File: src/rtl/gpr_write_queue.sv
// Write-back FIFO feeding the single GPR write port, with a pending-write bypass lookup.
// Optional bypass logic is built only when GPR_WQ_BYPASS_EN is defined.
module gpr_write_queue #(
  parameter int DEPTH = 4
) (
  input  logic                     clk,
  input  logic                     rst,
  input  logic                     wb_valid,
  output logic                     wb_ready,
  input  logic [4:0]               wb_addr,
  input  logic [31:0]              wb_data,
  input  logic                     drain_hold,
  output logic                     SIG_RF_W,
  output logic [4:0]               reg_write,
  output logic [31:0]              data_write,
  output logic                     empty,
  output logic [$clog2(DEPTH):0]   count,
  input  logic [4:0]               byp_addr1,
  input  logic [4:0]               byp_addr2,
  output logic                     byp_hit1,
  output logic                     byp_hit2,
  output logic [31:0]              byp_data1,
  output logic [31:0]              byp_data2
);
  localparam int AW = $clog2(DEPTH);

  logic [4:0]    addr_mem_q [DEPTH];
  logic [31:0]   data_mem_q [DEPTH];
  logic [AW-1:0] head_q, head_d, tail_q, tail_d;
  logic [AW:0]   count_q, count_d;
  logic          wr_q;
  logic [4:0]    waddr_q;
  logic [31:0]   wdata_q;
  logic          full_s, empty_s, push_s, pop_s;

  assign full_s     = (count_q == (AW+1)'(DEPTH));
  assign empty_s    = (count_q == '0);
  // Register-0 writes complete the handshake but never occupy an entry.
  assign push_s     = wb_valid & ~full_s & (wb_addr != 5'd0);
  assign pop_s      = ~empty_s & ~drain_hold;

  assign wb_ready   = ~full_s;
  assign empty      = empty_s;
  assign count      = count_q;
  assign SIG_RF_W   = wr_q;
  assign reg_write  = waddr_q;
  assign data_write = wdata_q;

  always_comb begin
    head_d  = head_q;
    tail_d  = tail_q;
    count_d = count_q;
    if (pop_s) begin
      head_d = head_q + AW'(1);
    end else begin
      head_d = head_q;
    end
    if (push_s) begin
      tail_d = tail_q + AW'(1);
    end else begin
      tail_d = tail_q;
    end
    if (push_s && !pop_s) begin
      count_d = count_q + (AW+1)'(1);
    end else if (pop_s && !push_s) begin
      count_d = count_q - (AW+1)'(1);
    end else begin
      count_d = count_q;
    end
  end

  always_ff @(posedge clk or posedge rst) begin
    if (rst) begin
      head_q  <= '0;
      tail_q  <= '0;
      count_q <= '0;
      wr_q    <= 1'b0;
      waddr_q <= 5'd0;
      wdata_q <= 32'd0;
    end else begin
      head_q  <= head_d;
      tail_q  <= tail_d;
      count_q <= count_d;
      wr_q    <= pop_s;
      if (pop_s) begin
        waddr_q <= addr_mem_q[head_q];
        wdata_q <= data_mem_q[head_q];
      end
    end
  end

  // Entry storage needs no reset: only slots covered by count_q are ever read.
  always_ff @(posedge clk) begin
    if (push_s) begin
      addr_mem_q[tail_q] <= wb_addr;
      data_mem_q[tail_q] <= wb_data;
    end
  end

`ifdef GPR_WQ_BYPASS_EN
  // Scan oldest to youngest so the last match (youngest) wins; output register is oldest.
  function automatic logic [32:0] byp_lookup(input logic [4:0] a);
    logic [32:0]   r;
    logic [AW-1:0] idx;
    r = 33'd0;
    if (a != 5'd0) begin
      if (wr_q && (waddr_q == a)) r = {1'b1, wdata_q};
      for (int i = 0; i < DEPTH; i++) begin
        idx = head_q + AW'(i);
        if (((AW+1)'(i) < count_q) && (addr_mem_q[idx] == a)) r = {1'b1, data_mem_q[idx]};
      end
    end
    return r;
  endfunction

  always_comb begin
    {byp_hit1, byp_data1} = byp_lookup(byp_addr1);
    {byp_hit2, byp_data2} = byp_lookup(byp_addr2);
  end
`else
  logic byp_unused_s;
  assign byp_unused_s = &{1'b0, byp_addr1, byp_addr2};
  assign byp_hit1  = 1'b0;
  assign byp_hit2  = 1'b0;
  assign byp_data1 = 32'd0;
  assign byp_data2 = 32'd0;
`endif
endmodule

File: config.mk
export PLATFORM = sky130hd
export DESIGN_NAME = gpr_write_queue
export DESIGN_NICKNAME = d
export VERILOG_FILES = /design/src/rtl/gpr_write_queue.sv
export SDC_FILE = /design/constraint.sdc
export NUM_CORES = 1
export LEC_CHECK = 0
export ABC_CLOCK_PERIOD_IN_PS = 2800
export CAP_MARGIN = 10
export CORE_MARGIN = 3
export CORE_UTILIZATION = 51
export DETAILED_ROUTE_END_ITERATION = 10
export PLACE_DENSITY = 0.86
export SLEW_MARGIN = 25
export SYNTH_ARGS = -nofsm -noshare
export SYNTH_HDL_FRONTEND = slang
export SYNTH_SLANG_ARGS = --single-unit
File: constraint.sdc
create_clock -name clk -period 2.8 [get_ports clk]
set_input_delay 0.84 -clock clk [delete_from_list [all_inputs] [get_ports clk]]
set_output_delay 0.84 -clock clk [all_outputs]
set_load 0.05 [all_outputs]
==> results of run 1 <==
-- report_power, final --
part / switching, mW / internal [mW] / total, mW
Sequential: 0.418 / 3.90 / 4.32
Combinational: 2.35 / 1.71 / 4.06
Clock: 1.02 / 1.50 / 2.51
-- worst paths after layout --
path | from | to | slack [ns] | depth (start not counted)
worst max-delay path | wb_addr[0] | count[1] | 0.07 | 7
worst min-delay path | data_write[17] | data_write[17] | 0.51 | 1
worst max register to register | count[1] | count[1] | 0.54 | 6
worst min register to register | data_write[17] | data_write[17] | 0.51 | 1
max in group asynchronous | rst | head_q[1] | 1.55 | 3
min in group asynchronous | rst | data_write[6] | 0.71 | 2
-- critical path, cell delays in order --
cell and delay, ns:
clkdlybuf4s50_1 0.45, or4_4 0.55, o211a_4 0.24, ha_1 0.21
inv_1 0.07, fa_1 0.40, mux2_2 0.27
-- routing by layer --
layer / GRT usage, % / part of all wire, % / wire length (µm) / vias up
li1: - / - / - / 1537
met4: 5.93 / 1.7 / 227 / 0
met1: 22.6 / 40 / 5470 / 1830
met2: 29.1 / 51 / 6990 / 155
met5: 0 / 0 / 0 / -
met3: 5.69 / 7.5 / 1020 / 18
-- area by class of cell --
class	instances	area, µm²	area share [%]
clock buffer	19	433	4.66
clock inverter	13	185	2.00
inverter	5	18.8	0.202
multi-input combinational	165	1770	19.0
sequential	193	5570	60.0
tap	184	230	2.48
timing repair buffer	106	1080	11.6
-- stage by stage --
stage	instances	instance area [µm²]	hold WS, ns
5_1_grt	685	9280	0.526
2_1_floorplan	441	7910	0.535
4_1_cts	685	9280	0.509
3_5_place_dp	653	8660	0.494
3_3_place_gp	653	8660	0.492
6_report	685	9280	0.507
-- registers in the layout (all words and copies together), names as in the netlist --
register / cells
SIG_RF_W: 1
addr_mem_q: 20
count: 3
data_mem_q: 128
data_write: 32
head_q: 2
reg_write: 5
tail_q: 2
-- timing repair --
item	in CTS	in global routing
hold buffers	0	0
setup endpoints to repair	0	1
setup buffers	0	0
resized for setup	0	1
-- cell families after synthesis --
group,after synthesis,synth area share (%)
compound gates,1,0.229
other cells,1,0.0490
fa+ha+maj,6,1.08
flops,193,72.8
simple gates,10,0.850
mux,76,16.7
buf+inv,83,7.64
xor+xnor,6,0.687
-- cells in the final DEF (no fill, tap or decap), drive strengths merged --
cell type,n
buf,25
xor2,4
o211a,1
dfrtp,45
nor3,1
inv,8
mux2,39
mux4,37
and2,4
xnor2,2
clkinv,4
conb,66
or4,1
dlymetal6s2s,1
edfxtp,148
bufinv,4
clkdlybuf4s50,80
ha,5
or3b,1
clkinvlp,2
nor2,2
nor3b,1
fa,1
clkbuf,19
==> flow_summary_export.csv, run 1 <==
group,metric,value,unit
status,outcome,"finished, final reports clean",
die,start_util,52.5,%
worst_hold_path,min_path_type,"flop to flop",
detailed_routing,first_iter_violations,217,
placed_design,hpwl,8.83,mm
clock_network,clock-root-buffer,"clkbuf_16",
placed_design,place.gp.congestion,0.705,
synthesis,synth_edf_count,148,
die,pin_count,160,
detailed_routing,via_count,3540,
worst_setup_path,arrival,3.04,ns
worst_setup_path,cp-start-kind,"primary input",
synthesis,yosys-top-cells-count,"edfxtp_1, buf_4, dfrtp_1, mux2_2, mux4_2",
clock_network,cts_num_sinks,193,
sta,layout_setup_ws,0.0718,ns
grt,grt_pass1_wl,21.4,mm
finish,fillCellCount,972,
sta,finalMaxSlewViolations,0,
grt,grt_pass1_vias,3801,
die,coreArea,14600,µm²
clock_network,clk_pin_slew,0.07,ns
synthesis,synth_cell_types,22,
synthesis,synth_top_cell_by_area,"edfxtp_1",
clock_network,cts_tree,"yes",
sta,period_needed,2.73,ns
synthesis,yosysMostFrequentCell,"edfxtp_1",
detailed_routing,antenna_left,0,
clock_network,htree_num_levels,4,
grt,grt_start_max_net_pins,40,
sta,slew_headroom,60.0,%
finish,drive_above_1_share,28.5,%
grt,overflow,0,
worst_setup_path,worstPathRequired,3.11,ns
sta,hold_viol_final,0,
detailed_routing,drc,0,
synthesis,yosysSeqAreaShare,72.8,%
synthesis,synth_area_leaders,"edfxtp_1, dfrtp_1, mux4_2",
pwr,power_density,1170,nW/µm²
detailed_routing,avgViaCountPerCell,5.17,
clock_network,clk_latency,0.42,ns
worst_setup_path,path_max_fanout,2,
die,die_w,128,µm
synthesis,synth_top_area_share,58.1,%
detailed_routing,routed_wl,13.7,mm
die,rows,44,
sta,rsz0062_at_grt,"false",
finish,area_delta_synth_final,21.3,%
finish,nets,545,
grt,antenna_found_initial,0,
synthesis,syn-cell-area,7650,µm²
detailed_routing,firstDrtPassIters,4,
placed_design,post-place-ws,-0.388,ns
synthesis,ys_ff_latch,193,
finish,fin_util,63.6,%
pwr,finalPower,10.9,mW
finish,diodes,0,
pwr,power.leakage,3.38,nW
synthesis,synth_warnings,0,
clock_network,clock_path_buffers,2,
sta,fin_worst_skew,0.00776,ns
placed_design,port_buffers,83,
grt,track_usage,17.7,%
sta,fin_crit_sh,97.4,%
sta,max_freq,367,MHz
clock_network,cts_made_buffers,17,
sta,setup_violations,0,
die,dieArea,16500,µm²
sta,worst_pin_slew,0.601,ns
die,die_h,128,µm
synthesis,async_reset_ff_share,23.3,%
flow_run,maxCapViolations,0,
pwr,peakVddDrop,0.730,mV
worst_setup_path,crit_path_end_kind,"flop",
synthesis,syn_area_per_cell,20.4,µm²
sta,fin_tns_setup,0,ns
worst_setup_path,crit_type,"primary input to flop",
synthesis,synthCells,376,
synthesis,synth_flop_cell,"edfxtp_1",
detailed_routing,post_drt_wl_per_cell,20.0,µm
No activity file was read; power rests on OpenSTA's default activity.
==> run 2: changes to the inputs <==
--- a/config.mk
+++ b/config.mk
@@ -6,7 +6,7 @@
 export NUM_CORES = 1
 export LEC_CHECK = 0
 export ABC_CLOCK_PERIOD_IN_PS = 2800
-export CAP_MARGIN = 10
+export CORE_ASPECT_RATIO = 2
 export CORE_MARGIN = 3
 export CORE_UTILIZATION = 51
 export DETAILED_ROUTE_END_ITERATION = 10
==> run 2 against run 1 <==
Net effect: clock power decreased by 4%; maximum frequency increased by 1.5%; total power fell by 0.25%; wire length up 2.3%; sequential cell count did not move; non-clock buffer count shrank 5; sequential share of layout area rose by 0.073 points; utilization rose by 0.28 points; die area up 0.54%; cell count increased by 0.73%.
==> flow_summary_export.csv, run 2 (same netlist as run 1, synthesis figures left out) <==
group,metric,value,unit
die,die_h,179,µm
detailed_routing,first_iter_violations,196,
placed_design,place.gp.congestion,0.762,
pwr,power_density,1170,nW/µm²
sta,finalMaxSlewViolations,0,
worst_hold_path,min_from,"data_write[1]",
sta,fin_worst_skew,0.00859,ns
pwr,peakVddDrop,0.733,mV
detailed_routing,post_drt_wl_per_cell,20.3,µm
finish,fin_util,63.9,%
die,dieArea,16600,µm²
sta,setup_violations,0,
sta,fin_crit_sh,96.0,%
worst_setup_path,ff2ff_setup_slack,0.49,ns
detailed_routing,antenna_left,0,
placed_design,dpl.cell_count,656,
worst_hold_path,holdPathStages,1,
clock_network,cts_num_sinks,193,
detailed_routing,routed_wl,14.0,mm
worst_setup_path,crit_path_cell_trace,"or3b_2 -> dlygate4sd2_1",
grt,antenna_found_initial,2,
sta,rsz0062_at_grt,"false",
sta,slew_headroom,57.0,%
status,outcome,"finished, final reports clean",
detailed_routing,firstDrtPassIters,4,
clock_network,ctsHoldBuffers,0,
clock_network,clk_pin_slew,0.07,ns
die,coreArea,14500,µm²
worst_hold_path,min_path_type,"flop to flop",
finish,regArea,5570,µm²
worst_setup_path,arrival,1.85,ns
placed_design,hpwl,9.27,mm
worst_hold_path,hold_end,"data_write[1]",
worst_setup_path,crit_path_end_kind,"output port",
finish,area_delta_synth_final,21.1,%
finish,top_register,"data_mem_q",
clock_network,clock_path_buffers,2,
worst_setup_path,worstReg2RegEnd,"count[1]",
pwr,power.leakage,3.35,nW
clock_network,cts_made_buffers,17,
finish,nets,540,
finish,layout_common_cells,"edfxtp_1, clkdlybuf4s50_1, conb_1, dfrtp_1, mux2_2",
worst_setup_path,crit_slowest_cell,"or3b_2",
detailed_routing,avgViaCountPerCell,5.15,
worst_setup_path,crit_type,"flop to output port",
detailed_routing,via_count,3552,
finish,drive_above_1_share,27.8,%
die,start_util,52.8,%
worst_setup_path,cp-start-kind,"flop",
die,pin_count,160,
sta,worst_pin_slew,0.645,ns
worst_setup_path,reg2regPathDepth,6,
sta,hold_viol_final,0,
grt,grt_start_max_net_pins,46,
clock_network,htree_num_levels,4,
die,rows,62,
finish,multi_input_area,1770,µm²
clock_network,clk_latency,0.42,ns
sta,max_freq,372,MHz
finish,final_common_cell,"edfxtp_1",
finish,finalNonFillerCells,690,
clock_network,cts_tree,"yes",
grt,grt_pass1_wl,21.5,mm
sta,period_needed,2.69,ns
worst_setup_path,rr_startpoint,"count[2]",
worst_setup_path,worstPathRequired,1.96,ns
finish,fillCellCount,960,
worst_setup_path,slowest_delay,0.52,ns
die,die_w,92.6,µm
placed_design,port_buffers,83,
worst_setup_path,path_max_fanout,4,
finish,largest_reg_flops,128,
grt,grt_pass1_vias,3864,
detailed_routing,drc,0,
flow_run,maxCapViolations,0,
grt,track_usage,17.8,%
grt,overflow,0,
clock_network,clock-root-buffer,"clkbuf_16",
[run 2: cell types whose count changed in the layout (fill, tap and decap cells not counted), sizes merged]
| cell | previous run | this run |
|---|---|---|
| bufinv | 4 | 2 |
| buf | 25 | 19 |
| clkinv | 4 | 1 |
| clkdlybuf4s50 | 80 | 77 |
| diode | 0 | 2 |
| dlygate4sd2 | 0 | 4 |
| inv | 8 | 14 |
| clkbuf | 19 | 18 |
[run 2: worst max-delay path by stage]
stage / cells past startpoint / slack, ns / from / end
after CTS: 7 / 0.03 / wb_addr[4] / count[1]
final: 2 / 0.11 / count[2] / wb_ready
after floorplan: 3 / 0.06 / count[0] / addr_mem_q[2][0]
after global placement: 7 / -0.40 / wb_addr[0] / count[1]
after global routing: 2 / 0.07 / count[2] / wb_ready
after detailed placement: 7 / -0.51 / wb_addr[0] / count[1]
[run 2: where the power goes]
| group | switching (mW) | leakage, nW | internal, mW |
|---|---|---|---|
| Combinational | 2.43 | 1.19 | 1.74 |
| Sequential | 0.384 | 1.88 | 3.90 |
| Clock | 1.06 | 0.286 | 1.35 |
| Total | 3.88 | 3.35 | 6.98 |
[run 2: area by class of cell]
type | instances | area share (%)
Multi-Input combinational cell | 165 | 19.0
Timing Repair Buffer | 101 | 11.6
Clock buffer | 18 | 4.63
Inverter | 5 | 0.202
Tap cell | 192 | 2.59
Sequential cell | 193 | 60.1
Antenna cell | 2 | 0.0540
Clock inverter | 14 | 1.78
[run 2: layer usage]
layer	GRT usage [%]	part of all wire, %
met5	0	0
met4	9.60	3.3
met1	19.6	36
met3	3.28	4.7
met2	32.3	57
[run 2: critical path: cells and delay by family, from the launching register on]
family                 cells  cell delay, ns
buffers and inverters      1            0.45
AND/OR/NAND/NOR            1            0.52
flip-flops                 1            0.45
[run 2: stage by stage]
stage | power (mW) | cell area, µm² | TNS, ns | hold slack [ns] | setup WS (ns)
floorplan | 7.17 | 7910 | 0 | 0.535 | 0.0594
global placement | 8.37 | 8670 | -1.31 | 0.490 | -0.397
detailed placement | 8.54 | 8670 | -7.74 | 0.495 | -0.512
CTS | 11.0 | 9260 | 0 | 0.512 | 0.0308
global route | 11.3 | 9270 | 0 | 0.526 | 0.0666
finish | 10.9 | 9270 | 0 | 0.507 | 0.112
[run 2: repair_timing]
action / CTS / global route
resized for setup: 4 / 1
endpoints found under the setup margin: 2 / 1
buffers inserted: 0 / 0
